<file path="src/rtl/uart_mmio_bridge_pkg.sv">
// Shared types and constants for the MMIO-to-UART strobe bridge.
// The status register (macro UART_MMIO_BRIDGE_STAT_EN) lives at STAT_OFFSET.
package uart_mmio_bridge_pkg;

  typedef enum logic [2:0] {
    ST_IDLE,
    ST_RD_WAIT,
    ST_RD_ISSUE,
    ST_RD_CAP,
    ST_RESP
  } state_t;

  localparam logic [7:0] STAT_OFFSET = 8'hF8;

  typedef struct packed {
    logic [7:0] addr;
    logic [7:0] data;
  } tx_entry_t;

  // Width of the byte-lane index inside an XLEN word, never narrower than 1 bit.
  function automatic int lane_width(input int xlen);
    return (xlen / 8 > 1) ? $clog2(xlen / 8) : 1;
  endfunction

endpackage

</file>
<file path="src/rtl/uart_tx_fifo.sv">
// Small posted-write queue of {addr, data} byte entries with a combinational head.
module uart_tx_fifo #(
  parameter int DEPTH = 4
) (
  input  logic                     clk,
  input  logic                     rst_n,
  input  logic                     push,
  input  logic [15:0]              push_data,
  input  logic                     pop,
  output logic [15:0]              pop_data,
  output logic                     full,
  output logic                     empty,
  output logic [$clog2(DEPTH):0]   count
);

  localparam int PTR_W = $clog2(DEPTH);
  localparam int CNT_W = PTR_W + 1;

  logic [15:0]      mem [DEPTH];
  logic [PTR_W-1:0] wr_ptr_reg;
  logic [PTR_W-1:0] rd_ptr_reg;
  logic [CNT_W-1:0] count_reg;
  logic             do_push;
  logic             do_pop;

  assign do_push = push && !full;
  assign do_pop  = pop && !empty;

  always_ff @(posedge clk) begin
    if (do_push) begin
      mem[wr_ptr_reg] <= push_data;
    end
  end

  // Pointers wrap naturally because DEPTH is a power of two.
  always_ff @(posedge clk or negedge rst_n) begin
    if (!rst_n) begin
      wr_ptr_reg <= '0;
      rd_ptr_reg <= '0;
      count_reg  <= '0;
    end else begin
      if (do_push) begin
        wr_ptr_reg <= wr_ptr_reg + PTR_W'(1);
      end
      if (do_pop) begin
        rd_ptr_reg <= rd_ptr_reg + PTR_W'(1);
      end
      case ({do_push, do_pop})
        2'b10:   count_reg <= count_reg + CNT_W'(1);
        2'b01:   count_reg <= count_reg - CNT_W'(1);
        default: count_reg <= count_reg;
      endcase
    end
  end

  assign full     = (count_reg == CNT_W'(DEPTH));
  assign empty    = (count_reg == '0);
  assign count    = count_reg;
  assign pop_data = mem[rd_ptr_reg];

endmodule

</file>
<file path="src/rtl/uart_mmio_bridge.sv">
// Core MMIO request/response port to UART byte strobes; writes are posted, reads wait
// for the TX queue to drain. Optional status register: UART_MMIO_BRIDGE_STAT_EN.
module uart_mmio_bridge
  import uart_mmio_bridge_pkg::*;
#(
  parameter int XLEN      = 64,
  parameter int ADDR_W    = 8,
  parameter int TXQ_DEPTH = 4
) (
  input  logic              clk,
  input  logic              rst_n,
  input  logic              req_valid,
  output logic              req_ready,
  input  logic              req_wen,
  input  logic [ADDR_W-1:0] req_addr,
  input  logic [XLEN-1:0]   req_wdata,
  input  logic [XLEN/8-1:0] req_wstrb,
  output logic              resp_valid,
  input  logic              resp_ready,
  output logic [XLEN-1:0]   resp_rdata,
  output logic              uart_wen,
  output logic [7:0]        uart_waddr,
  output logic [7:0]        uart_wdata,
  output logic              uart_ren,
  output logic [7:0]        uart_raddr,
  input  logic [7:0]        uart_rdata
);

  localparam int LANES  = XLEN / 8;
  localparam int LANE_W = lane_width(XLEN);
  localparam int CNT_W  = $clog2(TXQ_DEPTH) + 1;

  state_t              state_reg, state_next;
  logic [7:0]          rd_addr_reg, rd_addr_next;
  logic [LANE_W-1:0]   rd_lane_reg, rd_lane_next;
  logic [XLEN-1:0]     resp_data_reg, resp_data_next;

  logic [7:0]          addr8;
  logic [LANE_W-1:0]   lane;
  logic [7:0]          wbyte [LANES];
  logic [XLEN-1:0]     lane_word;
  logic [XLEN-1:0]     stat_word;
  logic                is_stat;
  logic                accept;
  logic                push;
  logic                drop;

  tx_entry_t           push_entry;
  tx_entry_t           head_entry;
  logic                q_full;
  logic                q_empty;
  logic [CNT_W-1:0]    q_count;

  assign addr8  = 8'(req_addr);
  assign lane   = addr8[LANE_W-1:0];
  assign accept = req_valid && req_ready;

  generate
    for (genvar gi = 0; gi < LANES; gi++) begin : g_lane
      assign wbyte[gi] = req_wdata[8*gi +: 8];
      assign lane_word[8*gi +: 8] = (rd_lane_reg == LANE_W'(gi)) ? uart_rdata : 8'h00;
    end
  endgenerate

  assign push_entry = '{addr: addr8, data: wbyte[lane]};

  uart_tx_fifo #(
    .DEPTH (TXQ_DEPTH)
  ) u_tx_fifo (
    .clk       (clk),
    .rst_n     (rst_n),
    .push      (push),
    .push_data (push_entry),
    .pop       (uart_wen),
    .pop_data  (head_entry),
    .full      (q_full),
    .empty     (q_empty),
    .count     (q_count)
  );

`ifdef UART_MMIO_BRIDGE_STAT_EN
  logic [31:0] tx_cnt_reg;
  logic [15:0] drop_cnt_reg;

  // Both counters stick at all-ones rather than wrapping.
  always_ff @(posedge clk or negedge rst_n) begin
    if (!rst_n) begin
      tx_cnt_reg   <= '0;
      drop_cnt_reg <= '0;
    end else begin
      if (uart_wen && (tx_cnt_reg != '1)) begin
        tx_cnt_reg <= tx_cnt_reg + 32'd1;
      end
      if (drop && (drop_cnt_reg != '1)) begin
        drop_cnt_reg <= drop_cnt_reg + 16'd1;
      end
    end
  end

  assign is_stat   = (addr8 == STAT_OFFSET);
  assign stat_word = XLEN'({drop_cnt_reg, tx_cnt_reg});
`else
  assign is_stat   = 1'b0;
  assign stat_word = '0;
`endif

  always_ff @(posedge clk or negedge rst_n) begin
    if (!rst_n) begin
      state_reg     <= ST_IDLE;
      rd_addr_reg   <= '0;
      rd_lane_reg   <= '0;
      resp_data_reg <= '0;
    end else begin
      state_reg     <= state_next;
      rd_addr_reg   <= rd_addr_next;
      rd_lane_reg   <= rd_lane_next;
      resp_data_reg <= resp_data_next;
    end
  end

  always_comb begin
    state_next     = state_reg;
    rd_addr_next   = rd_addr_reg;
    rd_lane_next   = rd_lane_reg;
    resp_data_next = resp_data_reg;
    push           = 1'b0;
    drop           = 1'b0;
    case (state_reg)
      ST_IDLE: begin
        if (accept) begin
          if (req_wen) begin
            resp_data_next = '0;
            state_next     = ST_RESP;
            if (!is_stat) begin
              push = req_wstrb[lane];
              drop = !req_wstrb[lane];
            end
          end else if (is_stat) begin
            resp_data_next = stat_word;
            state_next     = ST_RESP;
          end else begin
            rd_addr_next = addr8;
            rd_lane_next = lane;
            // The queue drains whenever non-empty, so "empty" already implies no pop now.
            state_next   = q_empty ? ST_RD_ISSUE : ST_RD_WAIT;
          end
        end
      end
      ST_RD_WAIT: begin
        if (q_count == '0) begin
          state_next = ST_RD_ISSUE;
        end
      end
      ST_RD_ISSUE: state_next = ST_RD_CAP;
      ST_RD_CAP: begin
        resp_data_next = lane_word;
        state_next     = ST_RESP;
      end
      ST_RESP: begin
        if (resp_ready) begin
          state_next = ST_IDLE;
        end
      end
      default: state_next = ST_IDLE;
    endcase
  end

  // Reads only issue once the queue is empty and no pushes occur outside IDLE,
  // so the write and read strobes can never coincide.
  assign req_ready  = (state_reg == ST_IDLE) && !q_full;
  assign resp_valid = (state_reg == ST_RESP);
  assign resp_rdata = resp_valid ? resp_data_reg : '0;
  assign uart_wen   = !q_empty;
  assign uart_waddr = uart_wen ? head_entry.addr : 8'h00;
  assign uart_wdata = uart_wen ? head_entry.data : 8'h00;
  assign uart_ren   = (state_reg == ST_RD_ISSUE);
  assign uart_raddr = uart_ren ? rd_addr_reg : 8'h00;

endmodule
</file>
<file path="config.mk">
export PLATFORM = sky130hd
export DESIGN_NAME = uart_mmio_bridge
export DESIGN_NICKNAME = d
export VERILOG_FILES = /design/src/rtl/uart_mmio_bridge_pkg.sv /design/src/rtl/uart_tx_fifo.sv /design/src/rtl/uart_mmio_bridge.sv
export SDC_FILE = /design/constraint.sdc
export NUM_CORES = 1
export LEC_CHECK = 0
export ABC_AREA = 1
export CAP_MARGIN = 20
export CORE_ASPECT_RATIO = 1.1
export CORE_MARGIN = 4
export CORE_UTILIZATION = 26
export CTS_CLUSTER_DIAMETER = 150
export DETAILED_ROUTE_END_ITERATION = 6
export GPL_ROUTABILITY_DRIVEN = 0
export GPL_TIMING_DRIVEN = 0
export PLACE_DENSITY = 0.54
export SLEW_MARGIN = 20
export SYNTH_ARGS = -nofsm -noshare
export SYNTH_HDL_FRONTEND = slang
export SYNTH_SLANG_ARGS = --single-unit
export TNS_END_PERCENT = 10
</file>
<file path="constraint.sdc">
create_clock -name clk -period 2.3 [get_ports clk]
set_clock_uncertainty 0.05 [all_clocks]
set_input_delay 0.575 -clock clk [delete_from_list [all_inputs] [get_ports clk]]
set_output_delay 0.575 -clock clk [all_outputs]
set_load 0.05 [all_outputs]
</file>
==> impl_metrics.tcl, run 1 <==
set metrics [dict create \
    postLayoutSetupSlackWorst_ps -144 \
    cts-root-buf "clkbuf_16" \
    wl_per_cell_um 17.7 \
    portBuffers 184 \
    drt_iter0_drc 348 \
    cts_hold_buf 0 \
    drtAntennaViolNets 0 \
    yosysWarnings 0 \
    die_w_um 162 \
    r2r-start "state_reg[1]$_DFFE_PN0P_" \
    n_antenna_cell 0 \
    critPathArrivalTime_ps 1820 \
    cp_max_fo 11 \
    start_kind "flip-flop" \
    antenna_found_initial 0 \
    hold_class "in -> async" \
    netlist_instances 739 \
    setup.worst_path.class "reg -> out" \
    cts_buffers 17 \
    grt.total_usage 0.164 \
    clkTransAtPathRegs_ps 70 \
    syn_area_mm2 0.00674 \
    synth_ff_type "dfrtp_1" \
    syn-num-nets 837 \
    clock_path_buffers 2 \
    p_total_mw 12.5 \
    critical_path.endpoint_type "output port" \
    die-area_mm2 0.0286 \
    layout-drive-gt1-share 0.315 \
    num_vias 6113 \
    r2r-end "u_tx_fifo.mem[3][3]$_DFFE_PP_" \
    wl_um 23600 \
    cp_data_required_time_ps 1670 \
    status "complete, but fails checks" \
    synthArstFlopShare 0.562 \
    post-route-min-period_ps 2440 \
    grt_pass1_vias 6205 \
    vdd_drop_max_mv 0.605 \
    violations "setup timing" \
    synth_cell_type_count 30 \
    most-common-layout-cells "nor2_1, inv_1, clkdlybuf4s50_1" \
    cellPowerDensity_mw_per_mm2 1160 \
    finish.net_count 1075 \
    synth_edf_count 64 \
    worst_pin_slew_ps 625 \
    remaining_drc_errors 0 \
    slew_headroom 0.583 \
    post_dp_cell_area_mm2 0.00919 \
    grt_pass1_wl_um 35900 \
    cts.htree.levels 4 \
    fp.coreArea_mm2 0.0254 \
    worst-r2r-cell-count 8 \
    rrSetupSlack_ps 220 \
    cts_tree "yes" \
    hold_viol_final 0 \
    hpwl_um 16600 \
    drtPass1Iterations 5 \
    rsz0062_at_grt "yes" \
    fin_util 0.425 \
    die_h_um 177 \
    grt_remaining_overflow 0 \
    post-route-cell-area_mm2 0.0108 \
    period_share 1.06 \
    leakage_nw 4.34 \
    num_rows 61 \
    layout_commonest_cell "nor2_1" \
    grt_max_degree 46 \
    ys_ff_latch 146 \
    slew_viol_final 0 \
    area_growth_pct 60.3 \
    setup_violations 80 \
    max_cap_violations 0 \
    clkSinkCount 146 \
    via_per_inst 4.58 \
    start_util 0.265 \
    cp-startpoint "state_reg[0]$_DFFE_PN0P_" \
    yosysSeqAreaShare 0.589 \
    fmax_ghz 0.409 \
    clk-insertion-delay-late_ps 420 \
    synth.avg_cell_area_um2 9.12 \
    io_pins 185 \
]
## cells by family after synthesis
group,after synthesis,share of synthesized area
flops,146,0.589
simple gates,272,0.166
compound gates,176,0.146
xor+xnor,3,0.00390
buf+inv,137,0.0842
fa+ha+maj,5,0.0104
## cell usage after synthesis, types with 3 or more instances
master,count,area (um^2)
a21oi_1,17,85.1
a31oi_1,10,62.6
buf_2,4,20.0
buf_6,6,67.6
clkbuf_1,23,86.3
dfrtp_1,82,2050
edfxtp_1,64,1920
ha_1,4,50.1
inv_1,89,334
inv_2,11,41.3
nand2_1,45,169
nand3_1,15,75.1
nand4_1,3,18.8
nor2_1,197,739
nor2_2,3,18.8
o21ai_0,72,360
o21ai_1,4,20.0
o22ai_1,72,450
xor2_1,3,26.3
## per-stage QoR
stage / hold WS [ps] / std cells / TNS [ps] / setup WS (ps)
6_report: 113 / 1336 / -6730 / -144
5_1_grt: 157 / 1336 / -14070 / -225
3_5_place_dp: 461 / 1274 / -125910 / -918
2_1_floorplan: 229 / 739 / -29210 / -486
3_3_place_gp: 453 / 1269 / -380050 / -2570
4_1_cts: 127 / 1331 / -9390 / -162
## critical path, cell delays in order (launching register included)
cell and delay [ps]:
dfrtp_2 450, nor3_4 260, inv_4 140, clkbuf_8 210, nor2_2 150, buf_6 180
## per-layer routing
layer / vias up / part of all wire / GRT usage
met5: - / 0 / 0
met4: 0 / 0.023 / 0.0544
met3: 33 / 0.031 / 0.0256
met2: 138 / 0.52 / 0.283
met1: 2994 / 0.43 / 0.212
li1: 2948 / - / -
## power breakdown
group          leakage [nW]  internal (mW)  switching (mW)  total (mW)
clock network         0.289           1.71            1.11        2.82
logic                  2.37           2.55            3.85        6.40
registers              1.68           3.12           0.196        3.31
total                  4.34           7.38            5.16        12.5
## how the worst max path moves through the flow
| stage | end | slack (ps) | cells past startpoint |
|---|---|---|---|
| CTS | resp_rdata[45] | -160 | 5 |
| global route | resp_rdata[40] | -220 | 5 |
| global placement | u_tx_fifo.count[2]$_DFFE_PN0P_ | -2570 | 1 |
| detailed placement | u_tx_fifo.mem[0][14]$_DFFE_PP_ | -920 | 11 |
| floorplan | uart_raddr[0] | -490 | 3 |
| finish | resp_rdata[45] | -140 | 5 |
## layout make-up
class | count | area [um^2]
Clock inverter | 12 | 159
Timing Repair Buffer | 221 | 2350
Fill cell | 2456 | 14600
Sequential cell | 146 | 3980
Buffer | 34 | 419
Tap cell | 346 | 433
Clock buffer | 20 | 437
Multi-Input combinational cell | 456 | 2620
Inverter | 101 | 414
## repair_timing
action / CTS / global route
pin swaps: 39 / 6
endpoints found under the setup margin: 190 / 162
setup buffers: 21 / 5
gates resized for setup: 792 / 34
cloned: 6 / 0
Power figures use the tool's default switching activity.
==> inputs of run 2 (changes only) <==
==> constraint.sdc (replaced) <==
create_clock -name clk -period 2.5 [get_ports clk]
set_clock_uncertainty 0.05 [all_clocks]
set_input_delay 0.625 -clock clk [delete_from_list [all_inputs] [get_ports clk]]
set_output_delay 0.625 -clock clk [all_outputs]
set_load 0.05 [all_outputs]
==> run 2 against run 1 <==
Effect of this change: the flow still finishes with violations (setup timing); clock-buffer cell count shrank 1; final cell count shrank 1.5%; first-iteration DRC count shrank 12%; cell area shrank 6.6%; setup slack gained 120 ps; power shrank 19%; non-clock buffer count shrank 23; critical path depth grew 1; worst hold slack gained 26 ps; flip-flop and latch count is the same; critical path type unchanged; critical endpoint is now resp_rdata[58]; highest routed layer unchanged.
==> impl_metrics.tcl, run 2 (synthesis results as in run 1) <==
set metrics [dict create \
    cp_max_fo 10 \
    critPathBufInv 4 \
    critical_path.endpoint_type "output port" \
    hpwl_um 15700 \
    hold_class "in -> async" \
    num_vias 5898 \
    slowest_delay_ps 440 \
    wl_met3_um 1240 \
    num_rows 61 \
    top_layer_used "met4" \
    slowest_stage "dfrtp_2" \
    layout-drive-gt1-share 0.241 \
    hold_viol_final 0 \
    post-place-ws_ps -726 \
    cp-startpoint "state_reg[0]$_DFFE_PN0P_" \
    setup_violations 9 \
    grt_pass1_wl_um 33700 \
    clkSinkCount 146 \
    cp_top_family "buffers and inverters" \
    start_util 0.265 \
    start_kind "flip-flop" \
    dpl.cell_count 1274 \
    endpoint "resp_rdata[58]" \
    clock_path_buffers 2 \
    most-common-layout-cells "nor2_1, clkdlybuf4s50_1, inv_1" \
    post-route-min-period_ps 2520 \
    critPathArrivalTime_ps 1850 \
    die_h_um 177 \
    cts_buffers 17 \
    r2r-end "u_tx_fifo.mem[1][14]$_DFFE_PP_" \
    fp.coreArea_mm2 0.0254 \
    rsz0062_at_grt "yes" \
    fmax_ghz 0.396 \
    finish.net_count 1054 \
    drt_iter0_drc 306 \
    grt.total_usage 0.154 \
    worst_pin_slew_ps 594 \
    clkTransAtPathRegs_ps 70 \
    area_growth_pct 49.8 \
    layout_commonest_cell "nor2_1" \
    die-area_mm2 0.0286 \
    cellPowerDensity_mw_per_mm2 1000 \
    nFillCells 2555 \
    clk-insertion-delay-late_ps 420 \
    cp_data_required_time_ps 1820 \
    vdd_drop_max_mv 0.554 \
    slew_headroom 0.604 \
    rrSetupSlack_ps 340 \
    cp.depth 6 \
    grt_remaining_overflow 0 \
    worst-r2r-cell-count 9 \
    max_cap_violations 0 \
    cts_hold_buf 0 \
    wl_met2_um 10900 \
    drtAntennaViolNets 0 \
    remaining_drc_errors 0 \
    slew_viol_final 0 \
    grt_max_degree 43 \
    die_w_um 162 \
    grt_pass1_vias 5881 \
    cts.htree.levels 4 \
    io_pins 185 \
    leakage_nw 4.05 \
    cts-root-buf "clkbuf_16" \
    r2r-start "state_reg[0]$_DFFE_PN0P_" \
    wl_um 22000 \
    hold_ws_ps 139 \
    wl_met1_um 9560 \
    postLayoutSetupSlackWorst_ps -24.2 \
    wl_per_cell_um 16.7 \
    setup_tns_ps -129 \
    setup.worst_path.class "reg -> out" \
    antenna_found_initial 1 \
    status "complete, but fails checks" \
    crit_chain "nor3_4 > buf_4 > clkinvlp_4 > buf_12 > nor2_4 > buf_8" \
    fin_util 0.397 \
    cts_tree "yes" \
    violations "setup timing" \
    period_share 1.01 \
    via_per_inst 4.48 \
    portBuffers 184 \
    fin_cells 1316 \
    drtPass1Iterations 4 \
]
## run 2: changes by cell type in the layout (fill, tap and decap cells not counted), moves of 18 or more
cell	delta
buf_6	-19
nor2_1	+31
nor2_2	-22
o21ai_0	+28
o21ai_2	-18
## run 2: report_power, final
group	internal [mW]	switching [mW]	total [mW]
combinational	1.53	3.11	4.64
clock	1.33	1.08	2.41
sequential	2.87	0.185	3.05
total	5.73	4.37	10.1
## run 2: per-layer routing
metal | GRT usage | up-vias
li1 | - | 2911
met1 | 0.201 | 2814
met2 | 0.256 | 149
met3 | 0.0349 | 24
met4 | 0.0444 | 0
met5 | 0 | -
## run 2: area by class of cell
type	instances	area, um^2	area share
flip-flops and latches	146	3980	0.394
multi-input cells	457	2410	0.239
repair buffers	198	2020	0.200
clock buffers	19	444	0.0440
well taps	346	433	0.0429
inverters	101	397	0.0393
plain buffers	34	292	0.0289
clock inverters	13	111	0.0110
repair inverters	1	7.51	0.000743
diodes	1	2.50	0.000248
## run 2: timing repair
item,4_1_cts,5_1_grt
buffers inserted,5,4
setup endpoints to repair,161,133
pin swaps,2,5
resized for setup,605,116
cloned,1,1
## run 2: worst min path at each step
stage,from,to,slack [ps],cells past startpoint
floorplan,rst_n,rd_addr_reg[0]$_DFFE_PN0P_,280,0
global placement,resp_data_reg[43]$_DFFE_PN0P_,resp_data_reg[43]$_DFFE_PN0P_,450,2
detailed placement,resp_data_reg[22]$_DFFE_PN0P_,resp_data_reg[22]$_DFFE_PN0P_,460,2
CTS,rst_n,resp_data_reg[20]$_DFFE_PN0P_,160,1
global route,rst_n,resp_data_reg[20]$_DFFE_PN0P_,180,1
finish,rst_n,resp_data_reg[20]$_DFFE_PN0P_,140,1
## run 2: through the flow
step           instance area (um^2)  power, mW
4_1_cts                        9740       9.93
2_1_floorplan                  6770       5.90
3_5_place_dp                   9130       7.38
5_1_grt                       10100       10.7
6_report                      10100       10.1
3_3_place_gp                   9040       7.33
